`config.mk`:
```
export PLATFORM = sky130hd
export DESIGN_NAME = vga_fb_arbiter
export DESIGN_NICKNAME = d
export VERILOG_FILES = /design/src/rtl/vga_fb_pkg.sv /design/src/rtl/vga_fb_arbiter_fifo.sv /design/src/rtl/vga_fb_arbiter.sv
export SDC_FILE = /design/constraint.sdc
export NUM_CORES = 1
export LEC_CHECK = 0
export CAP_MARGIN = 20
export CORE_UTILIZATION = 50
export CTS_CLUSTER_DIAMETER = 200
export CTS_CLUSTER_SIZE = 25
export DETAILED_ROUTE_END_ITERATION = 6
export HOLD_SLACK_MARGIN = 0.03
export PLACE_DENSITY = 0.73
export RECOVER_POWER = 100
export SETUP_SLACK_MARGIN = 0.15
export SLEW_MARGIN = 20
export SYNTH_ARGS = -nofsm -noshare
export SYNTH_HDL_FRONTEND = slang
export SYNTH_SLANG_ARGS = --single-unit
```
`constraint.sdc`:
```
create_clock -name clk -period 8 [get_ports clk]
set_input_delay 2 -clock clk [delete_from_list [all_inputs] [get_ports clk]]
set_output_delay 2 -clock clk [all_outputs]
set_load 0.005 [all_outputs]
```
`src/rtl/vga_fb_pkg.sv`:
```
// vga_fb_pkg: shared geometry constants and types for the tile framebuffer arbiter
package vga_fb_pkg;
    localparam int FB_W     = 80;
    localparam int FB_H     = 60;
    localparam int FB_DEPTH = FB_W * FB_H;
    localparam int ADDR_W   = 13;

    typedef struct packed {
        logic [2:0] r;
        logic [2:0] g;
        logic [1:0] b;
    } rgb332_t;

    typedef struct packed {
        logic [ADDR_W-1:0] addr;
        rgb332_t           data;
    } wr_req_t;

    typedef enum logic [1:0] {IDLE, DRAIN, CLEAR} arb_state_t;
endpackage

```
`src/rtl/vga_fb_arbiter_fifo.sv`:
```
// fb_wr_fifo: synchronous FIFO of pending tile writes with full/empty flags
module fb_wr_fifo import vga_fb_pkg::*; #(
    parameter int DEPTH = 4
) (
    input  logic    clk,
    input  logic    reset,
    input  logic    push,
    input  logic    pop,
    input  wr_req_t din,
    output wr_req_t dout,
    output logic    full,
    output logic    empty
);
    localparam int AW = $clog2(DEPTH);
    localparam logic [AW:0] ONE = (AW + 1)'(1);

    wr_req_t mem [DEPTH];
    logic [AW:0] wp, rp;
    logic do_push, do_pop;

    assign empty   = wp == rp;
    assign full    = wp == {~rp[AW], rp[AW-1:0]};
    assign do_pop  = pop && !empty;
    // a full FIFO still takes a push when the same cycle frees a slot
    assign do_push = push && (!full || do_pop);
    assign dout    = mem[rp[AW-1:0]];

    always_ff @(posedge clk) begin
        if (reset) begin
            wp <= '0;
            rp <= '0;
        end else begin
            wp <= do_push ? wp + ONE : wp;
            rp <= do_pop ? rp + ONE : rp;
        end
    end

    always_ff @(posedge clk) begin
        if (do_push) mem[wp[AW-1:0]] <= din;
    end
endmodule

```
`src/rtl/vga_fb_arbiter.sv`:
```
// vga_fb_arbiter: shares one single-port tile framebuffer between VGA scanout reads,
// buffered pixel writes and a full-buffer clear engine; scanout always wins the port.
module vga_fb_arbiter #(
    parameter int FB_W        = vga_fb_pkg::FB_W,
    parameter int FB_H        = vga_fb_pkg::FB_H,
    parameter int TILE_SHIFT  = 3,
    parameter int ACTIVE_HORI = 640,
    parameter int ACTIVE_VERT = 480,
    parameter int FIFO_DEPTH  = 4
) (
    input  logic        clk,
    input  logic        reset,
    input  logic        pixel_tick,
    input  logic [9:0]  hori_cnt,
    input  logic [9:0]  vert_cnt,
    input  logic        wr_valid,
    output logic        wr_ready,
    input  logic [12:0] wr_addr,
    input  logic [7:0]  wr_data,
    input  logic        clear_req,
    input  logic [7:0]  clear_color,
    output logic        clear_busy,
    output logic        addr_err,
    output logic        mem_en,
    output logic        mem_we,
    output logic [12:0] mem_addr,
    output logic [7:0]  mem_wdata,
    input  logic [7:0]  mem_rdata,
    output logic [7:0]  rgb_out
);
    import vga_fb_pkg::arb_state_t, vga_fb_pkg::wr_req_t, vga_fb_pkg::rgb332_t;
    import vga_fb_pkg::IDLE, vga_fb_pkg::DRAIN, vga_fb_pkg::CLEAR;

    localparam int DEPTH = FB_W * FB_H;
    localparam logic [12:0] LAST = 13'(DEPTH - 1);

    arb_state_t state, state_n;
    wr_req_t fifo_dout;
    rgb332_t clr_color, clr_color_n;
    logic [12:0] clr_addr, clr_addr_n, rd_addr;
    logic tick_d1, slot, slot_d1, blank_d1, push, pop, full, empty, err_set;

    assign slot = !reset && tick_d1 && hori_cnt < 10'(ACTIVE_HORI) && vert_cnt < 10'(ACTIVE_VERT);
    assign rd_addr = 13'(32'(vert_cnt >> TILE_SHIFT) * FB_W + 32'(hori_cnt >> TILE_SHIFT));
    // clear_req blocks the handshake so a write presented alongside it is not taken
    assign wr_ready = !reset && !full && state == IDLE && !clear_req;
    assign push = wr_valid && wr_ready;
    assign clear_busy = state != IDLE;

    fb_wr_fifo #(.DEPTH(FIFO_DEPTH)) u_fifo (
        .clk   (clk),
        .reset (reset),
        .push  (push),
        .pop   (pop),
        .din   ({wr_addr, wr_data}),
        .dout  (fifo_dout),
        .full  (full),
        .empty (empty)
    );

    always_comb begin
        state_n = state;
        clr_addr_n = clr_addr;
        clr_color_n = clr_color;
        pop = 1'b0;
        err_set = 1'b0;
        mem_en = 1'b0;
        mem_we = 1'b0;
        mem_addr = rd_addr;
        mem_wdata = clr_color;
        if (slot) begin
            mem_en = 1'b1;
        end else if (!reset && state == CLEAR) begin
            mem_en = 1'b1;
            mem_we = 1'b1;
            mem_addr = clr_addr;
            clr_addr_n = clr_addr == LAST ? 13'd0 : clr_addr + 13'd1;
            state_n = clr_addr == LAST ? IDLE : CLEAR;
        end else if (!reset && !empty) begin
            pop = 1'b1;
            mem_en = fifo_dout.addr < 13'(DEPTH);
            mem_we = mem_en;
            err_set = !mem_en;
            mem_addr = fifo_dout.addr;
            mem_wdata = fifo_dout.data;
        end
        if (state == IDLE && clear_req) begin
            state_n = DRAIN;
            clr_color_n = clear_color;
            clr_addr_n = 13'd0;
        end
        if (state == DRAIN && empty) state_n = CLEAR;
    end

    always_ff @(posedge clk) begin
        if (reset) begin
            state <= IDLE;
            clr_addr <= '0;
            clr_color <= '0;
            tick_d1 <= 1'b0;
            slot_d1 <= 1'b0;
            blank_d1 <= 1'b0;
            rgb_out <= '0;
            addr_err <= 1'b0;
        end else begin
            state <= state_n;
            clr_addr <= clr_addr_n;
            clr_color <= clr_color_n;
            tick_d1 <= pixel_tick;
            slot_d1 <= slot;
            blank_d1 <= tick_d1 && !slot;
            rgb_out <= slot_d1 ? mem_rdata : blank_d1 ? 8'h00 : rgb_out;
            addr_err <= addr_err | err_set;
        end
    end
endmodule

```
==> out/metrics.csv <==
stage,metric,value,unit
floorplanning,dieArea,12100,µm²
global_route,antenna_found_initial,1,
timing,period_minus_slack,7540,ps
cts,numCtsBuffers,17,
timing,skew,14.7,ps
cts,cts_setup_buffers,0,
timing,tns,0,ps
final_layout,regArea,3380,µm²
cts,clk_pin_slew_worst_paths,50,ps
critical_path,r2r_end,u_fifo.wp[2],
hold_path,min-delay-start,addr_err,
cts,cts_hold_buf,0,
synthesis,synthCells,445,
placed_design,port_buffers,89,
cts,cts_resized,0,
cts,cts.sinks,127,
synthesis,syn-num-nets,528,
synthesis,synth_area,5830,µm²
hold_path,min_path_cells,2,
drt,avgViaCountPerCell,5.59,
critical_path,crit_arrival,5540,ps
critical_path,cp_slowest_cell,dlygate4sd3_1,
synthesis,ys_seq_elements,127,
final_layout,finalNonFillerCells,691,
drt,vias,3864,
synthesis,synth_compound_gate_area_share,9.21,%
drt,drtIter0Drc,255,
floorplanning,start_util,51.3,%
critical_path,setup.worst_path.start_class,input pin,
critical_path,path_cells,"clkdlybuf4s50_1, ha_1, ha_1, fa_1, a211oi_1, o21ba_2, nor2_1, or4_1, a32oi_1, dlygate4sd3_1",
drt,route.detailed.wl_per_inst,17.7,µm
global_route,grt_max_degree,23,
placed_design,place_congestion,0.824,
final_layout,diodes,0,
global_route,grt_pass1_wl,19300,µm
drt,detail_route.first_pass.iterations,5,
timing,slew_violations,67,
placed_design,dp_hpwl,8270,µm
placed_design,post-place-cells,659,
final_layout,layout_common_cells,"edfxtp_1, dlygate4sd3_1, dfxtp_1",
timing,worst_pin_slew,1700,ps
final_layout,multi_input_area,2270,µm²
synthesis,synth_cell_type_count,56,
hold_path,holdPathEnd,addr_err,
final_layout,final_common_cell,edfxtp_1,
critical_path,reg2reg_slack,4520,ps
final_layout,nNetsFinal,618,
final_layout,syn_to_final_growth,25.9,%
final_layout,drive_gt1_share,12.2,%
run_status,violations,"capacitance limit, slew limit",
critical_path,crit_top_cell,ha_1,
timing,rsz0062_at_grt,no,
cts,clk_latency,410,ps
cts,clockRootBuffer,clkbuf_16,
synthesis,synthXorXnorAreaFrac,3.35,%
run_status,status,finished with violations,
critical_path,worst_path_largest_cell_delay,610,ps
floorplanning,die-height,110,µm
timing,setup_violations,0,
synthesis,synth.avg_cell_area,13.1,µm²
critical_path,endpoint_kind,output pin,
critical_path,rr_startpoint,state[1],
power_and_ir_drop,power_frac_comb,14.3,%
power_and_ir_drop,ir_drop,0.000194,V
drt,drc,0,
timing,finalHoldViolCount,0,
global_route,grt_overflow,0,
floorplanning,fp.dieW,110,µm
timing,max_freq,133,MHz
floorplanning,core_area,11400,µm²
power_and_ir_drop,seqPwrFrac,42.4,%
cts,cts_max_level,4,
synthesis,post_synth_fa_ha_maj_area_fraction,4.76,%
critical_path,rr_worst_depth,5,
power_and_ir_drop,swShare,23.5,%
critical_path,cp_max_fo,3,
final_layout,nFillCells,885,
synthesis,synth_top_family_by_area,simple AND/OR/NAND/NOR gates,
drt,wirelength,12300,µm
floorplanning,rows,39,
power_and_ir_drop,power_leakage,0.00265,µW
timing,slew_headroom,-13.6,%
synthesis,seq_area_frac_synth,58.0,%
power_and_ir_drop,p_clk_share,43.3,%
hold_path,hold_class,flop to flop,
power_and_ir_drop,p_int,1300,µW
synthesis,yosys_most_used_dff,edfxtp_1,
synthesis,ys_async_sr_fraction,0,%
power_and_ir_drop,pwr_density_cell,231,nW/µm²
global_route,grt_usage,21.9,%
cts,cts_tree,yes,
flow_run,drv_cap,3,
critical_path,cp.required,6000,ps
critical_path,critPathKind,input pin to output pin,
synthesis,yosysWarnings,0,
synthesis,synth_mux_area_share,10.5,%
drt,ant_nets,0,
timing,period_share,94.3,%
cts,cts_max_path_buffers,2,
floorplanning,ioPinCount,96,
global_route,grt_pass1_vias,3798,
synthesis,synthSimpleGateAreaFrac,11.7,%
power_and_ir_drop,p_switching,399,µW
synthesis,synth_edf_count,84,
[worst max-delay path: cells and delay by family]
| kind | cells | cell delay [ps] |
|---|---|---|
| compound gates | 3 | 890 |
| fa+ha+maj | 3 | 980 |
| buf+inv | 2 | 1090 |
| simple gates | 2 | 570 |
[power by group through the flow]
stage	clock, µW	combinational [µW]	sequential (µW)
after CTS	750	260	721
after global routing	776	268	722
after detailed placement	0	259	734
after global placement	0	255	734
after floorplan	0	144	732
final	736	242	721
[cells in the mapped netlist, types with 9 or more instances]
cell type	number	share of area, %
mux4_2	21	8.1
nor3b_1	12	1.5
ha_1	19	4.1
nand2_1	32	2.1
clkbuf_1	13	0.84
nand3_1	11	0.94
a21oi_1	38	3.3
edfxtp_1	84	43
xor2_1	9	1.4
nor2_1	37	2.4
dfxtp_1	43	15
o21ai_0	14	1.2
[cell families after synthesis]
| kind of cell | after synthesis |
|---|---|
| xor gates and xnor gates | 19 |
| and+or+nand+nor | 129 |
| AOI/OAI and AO/OA | 85 |
| adders and majority gates | 21 |
| buffers and inverters | 30 |
| muxes | 34 |
| DFF | 127 |
[layout make-up]
| type | count | area share, % |
|---|---|---|
| Multi-Input combinational cell | 288 | 30.9 |
| Sequential cell | 127 | 46.1 |
| Clock buffer | 19 | 5.90 |
| Tap cell | 143 | 2.44 |
| Inverter | 8 | 0.409 |
| Clock inverter | 13 | 1.86 |
| Timing Repair Buffer | 93 | 12.4 |
[per-layer routing]
metal / global-route usage [%] / share of wire, % / vias up
met1: 27.1 / 44 / 1875
met5: 0 / 0.098 / -
met3: 6.23 / 5.6 / 6
met4: 6.76 / 0.46 / 2
li1: - / - / 1872
met2: 37.2 / 50 / 109
[flip-flops by register name (all words and copies together), names as in the netlist, named ones only]
signal,flops
rgb_out,8
clr_color,8
state,2
u_fifo.mem,84
clr_addr,13
slot_d1,1
u_fifo.wp,3
tick_d1,1
blank_d1,1
u_fifo.rp,3
addr_err,1
[per-stage QoR]
step | utilization, % | power (µW) | worst slack (ps) | area (µm²) | hold slack [ps]
2_1_floorplan | - | 875 | 1780 | 5830 | 433
3_3_place_gp | 60.0 | 989 | 591 | 6820 | 438
3_5_place_dp | 60.0 | 993 | 536 | 6820 | 446
4_1_cts | 65.0 | 1730 | 524 | 7390 | 454
5_1_grt | 64.6 | 1770 | 277 | 7340 | 481
6_report | 64.6 | 1700 | 456 | 7340 | 451
[how the worst max path moves through the flow]
stage / startpoint / endpoint / slack (ps)
6_report: vert_cnt[4] / mem_addr[11] / 460
5_1_grt: reset / mem_wdata[5] / 280
4_1_cts: vert_cnt[4] / mem_addr[11] / 520
3_5_place_dp: vert_cnt[4] / mem_addr[11] / 540
3_3_place_gp: vert_cnt[4] / mem_addr[11] / 590
2_1_floorplan: vert_cnt[4] / mem_addr[11] / 1780
Note: power is estimated with default switching activity, not from simulation.
